### src/rtl/node_info_ctrl.sv
// Node state for a clustered WSN node: hop count, CH role, TDMA slot, HB lock, low-energy flag
// and a multi-cycle Q-value divider. Optional CH role timeout: define NODEINFO_ROLE_TIMEOUT_EN.
module node_info_ctrl #(
    parameter int           W            = 16,
    parameter logic [W-1:0] NODE_ID      = 16'h000C,
    parameter logic [W-1:0] HYST         = 16'd8,
    parameter int           HB_TIMEOUT   = 1024,
    parameter int           ROLE_TIMEOUT = 4096
) (
    input  logic         clk,
    input  logic         rst,
    input  logic         en_i,
    input  logic [2:0]   pkt_type,
    input  logic [W-1:0] e_max,
    input  logic [W-1:0] e_min,
    input  logic [W-1:0] e_threshold,
    input  logic [W-1:0] energy,
    input  logic [W-1:0] ch_id,
    input  logic [W-1:0] hops,
    input  logic [W-1:0] timeslot,
    input  logic         q_start,
    output logic [W-1:0] my_node_id,
    output logic [W-1:0] hops_from_sink,
    output logic [W-1:0] timeslot_o,
    output logic [W-1:0] my_q_value,
    output logic         q_busy,
    output logic         q_valid,
    output logic         role,
    output logic         low_e,
    output logic         hb_lock
);

    localparam logic [2:0] PT_HB   = 3'b000;
    localparam logic [2:0] PT_CH   = 3'b001;
    localparam logic [2:0] PT_TS   = 3'b100;
    localparam logic [2:0] PT_DATA = 3'b101;

    localparam int              HCW      = $clog2(HB_TIMEOUT + 1);
    localparam logic [HCW-1:0]  HB_LAST  = HCW'(HB_TIMEOUT - 1);
    localparam int              CW       = (W > 1) ? $clog2(W) : 1;
    localparam logic [CW-1:0]   BIT_LAST = CW'(W - 1);

    typedef enum logic {UNLOCKED, LOCKED} lock_t;
    typedef enum logic [1:0] {IDLE, DIV, DONE} div_t;

    lock_t          lock_state, lock_next;
    div_t           div_state, div_next;
    logic [HCW-1:0] hb_cnt;
    logic [W-1:0]   e_max_r, e_min_r, e_thr_r;
    logic [W-1:0]   hop_inc;
    logic           hb_ev, ch_ev, ts_ev, data_ev;

    logic [W-1:0]   num_raw, num_calc, den_calc;
    logic [W-1:0]   rem, den_r, quo, rem_nxt, quo_nxt;
    logic [W:0]     rem_sh;
    logic           sub_ok;
    logic [CW-1:0]  bit_cnt;

    assign my_node_id = NODE_ID;
    assign hb_ev   = en_i && (pkt_type == PT_HB);
    assign ch_ev   = en_i && (pkt_type == PT_CH);
    assign ts_ev   = en_i && (pkt_type == PT_TS);
    assign data_ev = en_i && (pkt_type == PT_DATA);
    assign hop_inc = (&hops) ? hops : hops + W'(1);
    assign hb_lock = (lock_state == LOCKED);

    always_ff @(posedge clk or posedge rst) begin
        if (rst) lock_state <= UNLOCKED;
        else     lock_state <= lock_next;
    end

    always_comb begin
        lock_next = lock_state;
        case (lock_state)
            UNLOCKED: if (hb_ev) lock_next = LOCKED;
            LOCKED:   if (data_ev || hb_cnt == HB_LAST) lock_next = UNLOCKED;
            default:  lock_next = UNLOCKED;
        endcase
    end

    always_ff @(posedge clk or posedge rst) begin
        if (rst) begin
            hb_cnt         <= '0;
            hops_from_sink <= '1;
            e_max_r        <= '0;
            e_min_r        <= '0;
            e_thr_r        <= '0;
            timeslot_o     <= '0;
        end else begin
            hb_cnt <= (lock_state == LOCKED && lock_next == LOCKED) ? hb_cnt + HCW'(1) : '0;
            if (hb_ev) begin
                if (lock_state == UNLOCKED) begin
                    e_max_r        <= e_max;
                    e_min_r        <= e_min;
                    e_thr_r        <= e_threshold;
                    hops_from_sink <= hop_inc;
                end else if (hop_inc < hops_from_sink) begin
                    hops_from_sink <= hop_inc;
                end
            end
            if (ts_ev) timeslot_o <= timeslot;
        end
    end

    // Clear level is computed one bit wider so threshold+HYST cannot wrap.
    always_ff @(posedge clk or posedge rst) begin
        if (rst) begin
            low_e <= 1'b0;
        end else if (energy < e_thr_r) begin
            low_e <= 1'b1;
        end else if ({1'b0, energy} >= ({1'b0, e_thr_r} + {1'b0, HYST})) begin
            low_e <= 1'b0;
        end
    end

`ifdef NODEINFO_ROLE_TIMEOUT_EN
    localparam int             RCW       = $clog2(ROLE_TIMEOUT + 1);
    localparam logic [RCW-1:0] ROLE_LAST = RCW'(ROLE_TIMEOUT - 1);
    logic [RCW-1:0] role_cnt;

    always_ff @(posedge clk or posedge rst) begin
        if (rst) begin
            role     <= 1'b0;
            role_cnt <= '0;
        end else if (ch_ev) begin
            role     <= (ch_id == NODE_ID);
            role_cnt <= '0;
        end else if (role) begin
            if (role_cnt == ROLE_LAST) begin
                role     <= 1'b0;
                role_cnt <= '0;
            end else begin
                role_cnt <= role_cnt + RCW'(1);
            end
        end else begin
            role_cnt <= '0;
        end
    end
`else
    always_ff @(posedge clk or posedge rst) begin
        if (rst)        role <= 1'b0;
        else if (ch_ev) role <= (ch_id == NODE_ID);
    end
`endif

    always_comb begin
        den_calc = (e_max_r > e_min_r) ? e_max_r - e_min_r : '0;
        num_raw  = (energy > e_min_r) ? energy - e_min_r : '0;
        num_calc = (num_raw > den_calc) ? den_calc : num_raw;
        rem_sh   = {rem, 1'b0};
        sub_ok   = (rem_sh >= {1'b0, den_r});
        rem_nxt  = sub_ok ? W'(rem_sh - {1'b0, den_r}) : rem_sh[W-1:0];
        quo_nxt  = {quo[W-2:0], sub_ok};
    end

    always_ff @(posedge clk or posedge rst) begin
        if (rst) div_state <= IDLE;
        else     div_state <= div_next;
    end

    always_comb begin
        div_next = div_state;
        q_busy   = 1'b0;
        q_valid  = 1'b0;
        case (div_state)
            IDLE: if (q_start) div_next = (den_calc == '0) ? DONE : DIV;
            DIV: begin
                q_busy = 1'b1;
                if (bit_cnt == BIT_LAST) div_next = DONE;
            end
            DONE: begin
                q_valid  = 1'b1;
                div_next = IDLE;
            end
            default: div_next = IDLE;
        endcase
    end

    // With num == den every step subtracts exactly den, so the quotient is all-ones without a clamp.
    always_ff @(posedge clk or posedge rst) begin
        if (rst) begin
            rem        <= '0;
            den_r      <= '0;
            quo        <= '0;
            bit_cnt    <= '0;
            my_q_value <= '0;
        end else begin
            case (div_state)
                IDLE: if (q_start) begin
                    rem     <= num_calc;
                    den_r   <= den_calc;
                    quo     <= '0;
                    bit_cnt <= '0;
                    if (den_calc == '0) my_q_value <= '1;
                end
                DIV: begin
                    rem     <= rem_nxt;
                    quo     <= quo_nxt;
                    bit_cnt <= bit_cnt + CW'(1);
                    if (bit_cnt == BIT_LAST) my_q_value <= quo_nxt;
                end
                default: ;
            endcase
        end
    end

endmodule

### config.mk
export PLATFORM = sky130hd
export DESIGN_NAME = node_info_ctrl
export DESIGN_NICKNAME = d
export VERILOG_FILES = /design/src/rtl/node_info_ctrl.sv
export SDC_FILE = /design/constraint.sdc
export NUM_CORES = 1
export LEC_CHECK = 0
export ABC_AREA = 1
export CELL_PAD_IN_SITES_DETAIL_PLACEMENT = 1
export CELL_PAD_IN_SITES_GLOBAL_PLACEMENT = 1
export CORE_UTILIZATION = 30
export CTS_CLUSTER_DIAMETER = 80
export DETAILED_ROUTE_END_ITERATION = 8
export GPL_TIMING_DRIVEN = 0
export HOLD_SLACK_MARGIN = 0.06
export PLACE_DENSITY = 0.68
export SLEW_MARGIN = 20
export SYNTH_ARGS = -nofsm -noshare
export SYNTH_HDL_FRONTEND = slang
export SYNTH_SLANG_ARGS = --single-unit
export TNS_END_PERCENT = 50
### constraint.sdc
create_clock -name clk -period 5.8 [get_ports clk]
set_input_delay 0.58 -clock clk [delete_from_list [all_inputs] [get_ports clk]]
set_output_delay 0.58 -clock clk [all_outputs]
set_load 0.02 [all_outputs]
==> metrics.yaml <==
synthesis:
  synth_top_area_share_pct: 30.5
  synth-edff-count: 0
  synth_area_sq_um: 12100
  synth.avg_cell_area_sq_um: 7.47
  syn_inst: 1614
  async_flop_share_pct: 100
  synth_cell_types: 54
  synth_largest_area_cell: "dfrtp_1"
  yosysWarnings: 0
  synthTopCellsByArea: "dfrtp_1 31%, nand2_1 13%, ha_1 12%, inv_1 6.4%, nand3_1 5.5%"
  ys_ff_latch: 163
  synth_ff_type: "dfrtp_1"
  ys_seq_area_share_pct: 34.0
setup_path:
  worst_path_most_repeated_cell: "nand2_1"
  required_ns: 6.16
  start_kind: "input port"
  arrival_ns: 5.13
  worstPathMaxFanout: 10
  r2r_cells: 23
  r2r_start: "e_min_r[0]"
  end_kind: "flop"
  r2r_setup_slack_ns: 1.24
  slowest_delay_ns: 0.40
  slowest_stage: "clkdlybuf4s50_1"
  r2r-end: "rem[10]"
  criticalPathCategory: "in2reg"
drt:
  ant_nets: 0
  routedWlPerCell_um: 16.0
  drc: 0
  firstDrtPassIters: 4
  vias: 11316
  routed_wl_um: 37800
  drt_iter0_drc: 415
  vias_per_cell: 4.80
hold_path:
  min_to: "hb_cnt[0]"
  hp-class: "reg2reg"
  hold_start: "hb_cnt[0]"
  hold_depth: 1
global_routing:
  grt_pass1_vias: 12046
  antenna_found_initial: 1
  overflow: 0
  grt_max_degree: 89
  grt_usage_pct: 19.1
  grt_pass1_wl_um: 62100
timing:
  hold_viol: 0
  fin_ws_ns: 1.03
  skew_ns: 0.0162
  rsz0062_at_grt: "no"
  min_period_ns: 4.77
  slew_viol_final: 0
  slew_headroom_pct: 48.8
  setup-violations-final: 0
  fmaxAchievable_ghz: 0.209
  tns_ns: 0
  worst_slew_pin_slew_ns: 0.761
  fin_crit_sh_pct: 82.3
status:
  outcome: "finished, final reports clean"
cts:
  cts_resized: 0
  cts_tree: "built"
  clkLatencyLatePin_ns: 0.46
  path_clk_slew_ns: 0.07
  numCtsBuffers: 17
  clockBufferDepth: 2
  ctsHoldBuffers: 0
  htreeDepth: 4
  root_buffer: "clkbuf_16"
  cts_sinks: 163
  postCtsSetupRepairBufs: 0
die:
  die_h_um: 202
  rows: 73
  die_area_sq_um: 41000
  core_area_sq_um: 39700
  start_util_pct: 30.4
  fp.dieW_um: 202
  io_pins: 188
final_layout:
  syn_to_final_growth_pct: 25.6
  mostFrequentLayoutCell: "nand2_1"
  layout.cells.non_filler: 2357
  mostFrequentLayoutCells: "417 x nand2_1, 204 x inv_1, 171 x clkdlybuf4s50_1"
  layout-drive-gt1-share_pct: 9.01
  fill_cells: 4936
  nets: 2053
  antenna_cells: 0
job:
  maxCapViolations: 0
power_and_ir_drop:
  leakage_nw: 7.55
  ir_worst_vdd_uv: 267
  p_per_area_nw_per_um2: 505
placement:
  port_buffers: 171
  place.gp.congestion: 0.881
  preCtsSetupSlack_ns: 0.518
  dp_hpwl_um: 30900
  dp.cells: 2325
==> cell type report <==
type                            instances  area [sq um]  share of cell area [%]
Timing Repair Buffer                  172          1740                    11.5
Inverter                              208           790                    5.21
Buffer                                 54           298                    1.97
Sequential cell                       163          4100                    27.1
Clock buffer                           18           439                    2.90
Clock inverter                         14           189                    1.25
Multi-Input combinational cell       1203          6930                    45.8
Tap cell                              525           657                    4.34
==> registers in the layout (all words and copies together) (netlist names) <==
name	cells
e_max_r	16
e_thr_r	16
hb_cnt	11
hops_from_sink	16
rem	16
hb_lock	1
quo	15
my_q_value	16
role	1
low_e	1
e_min_r	16
bit_cnt	4
div_state	2
den_r	16
timeslot_o	16
==> synth_stat cells (3+ instances only) <==
library cell / n
a21o_1: 4
a21oi_1: 107
buf_2: 3
buf_4: 16
clkbuf_1: 30
dfrtp_1: 147
dfstp_2: 16
fa_1: 3
ha_1: 112
inv_1: 205
mux2_2: 33
nand2_1: 417
nand2_2: 26
nand2_4: 3
nand3_1: 133
nand3b_1: 7
nand4_1: 35
nand4_2: 3
nor2_1: 120
nor2_2: 4
nor3_1: 17
nor3b_1: 4
nor4_1: 7
o21a_1: 3
o21ai_0: 48
o21ai_2: 3
o21bai_1: 4
o22ai_1: 14
or2_2: 10
xnor2_1: 16
xor2_1: 32
==> metrics by stage <==
stage               hold WS, ns  utilization (%)  total power [W]  area (sq um)
floorplan                 0.433                -          0.00493         12100
global placement          0.449             36.4          0.00627         14500
detailed placement        0.461             36.5          0.00640         14500
CTS                       0.478             38.1          0.00771         15100
global route              0.502             38.1          0.00836         15100
finish                    0.470             38.1          0.00764         15100
==> logic make-up (layout without fill, tap and decap cells) <==
family	count (synthesis)	count (layout)	synth area share, %
XOR/XNOR	48	48	3.49
multiplexers	33	33	3.08
other	2	16	0.0623
AND/OR/NAND/NOR	794	794	29.2
AO/OA/AOI/OAI	197	197	9.14
flip-flops	163	163	34.0
adder cells (fa/ha/maj)	115	115	12.1
buffers and inverters	262	466	8.95
==> how the worst max path moves through the flow <==
stage	from	end	slack [ns]
2_1_floorplan	rst	bit_cnt[0]	0.84
3_3_place_gp	rst	e_max_r[1]	-1.61
3_5_place_dp	energy[0]	rem[10]	0.52
4_1_cts	energy[0]	rem[10]	1.01
5_1_grt	energy[0]	rem[14]	0.50
6_report	energy[0]	rem[10]	1.03
==> critical path, delay by kind of cell <==
family          cells  cell delay, ns
buf+inv             8            1.60
simple gates       14            1.22
compound gates      5            0.87
fa+ha+maj           3            0.85
==> per-layer routing <==
metal  GRT usage, %  vias up  share of wire, %
met2           32.0      161                48
met4           6.82        2               2.8
met1           24.2     5440                46
met5              0        -             0.034
li1               -     5657                 -
met3           4.01       56               3.3
==> power breakdown <==
part	internal, W	switching, W
Combinational	0.00167	0.00297
Sequential	0.00153	0.000222
Clock	0.000704	0.000547
Power figures use the tool's default switching activity.
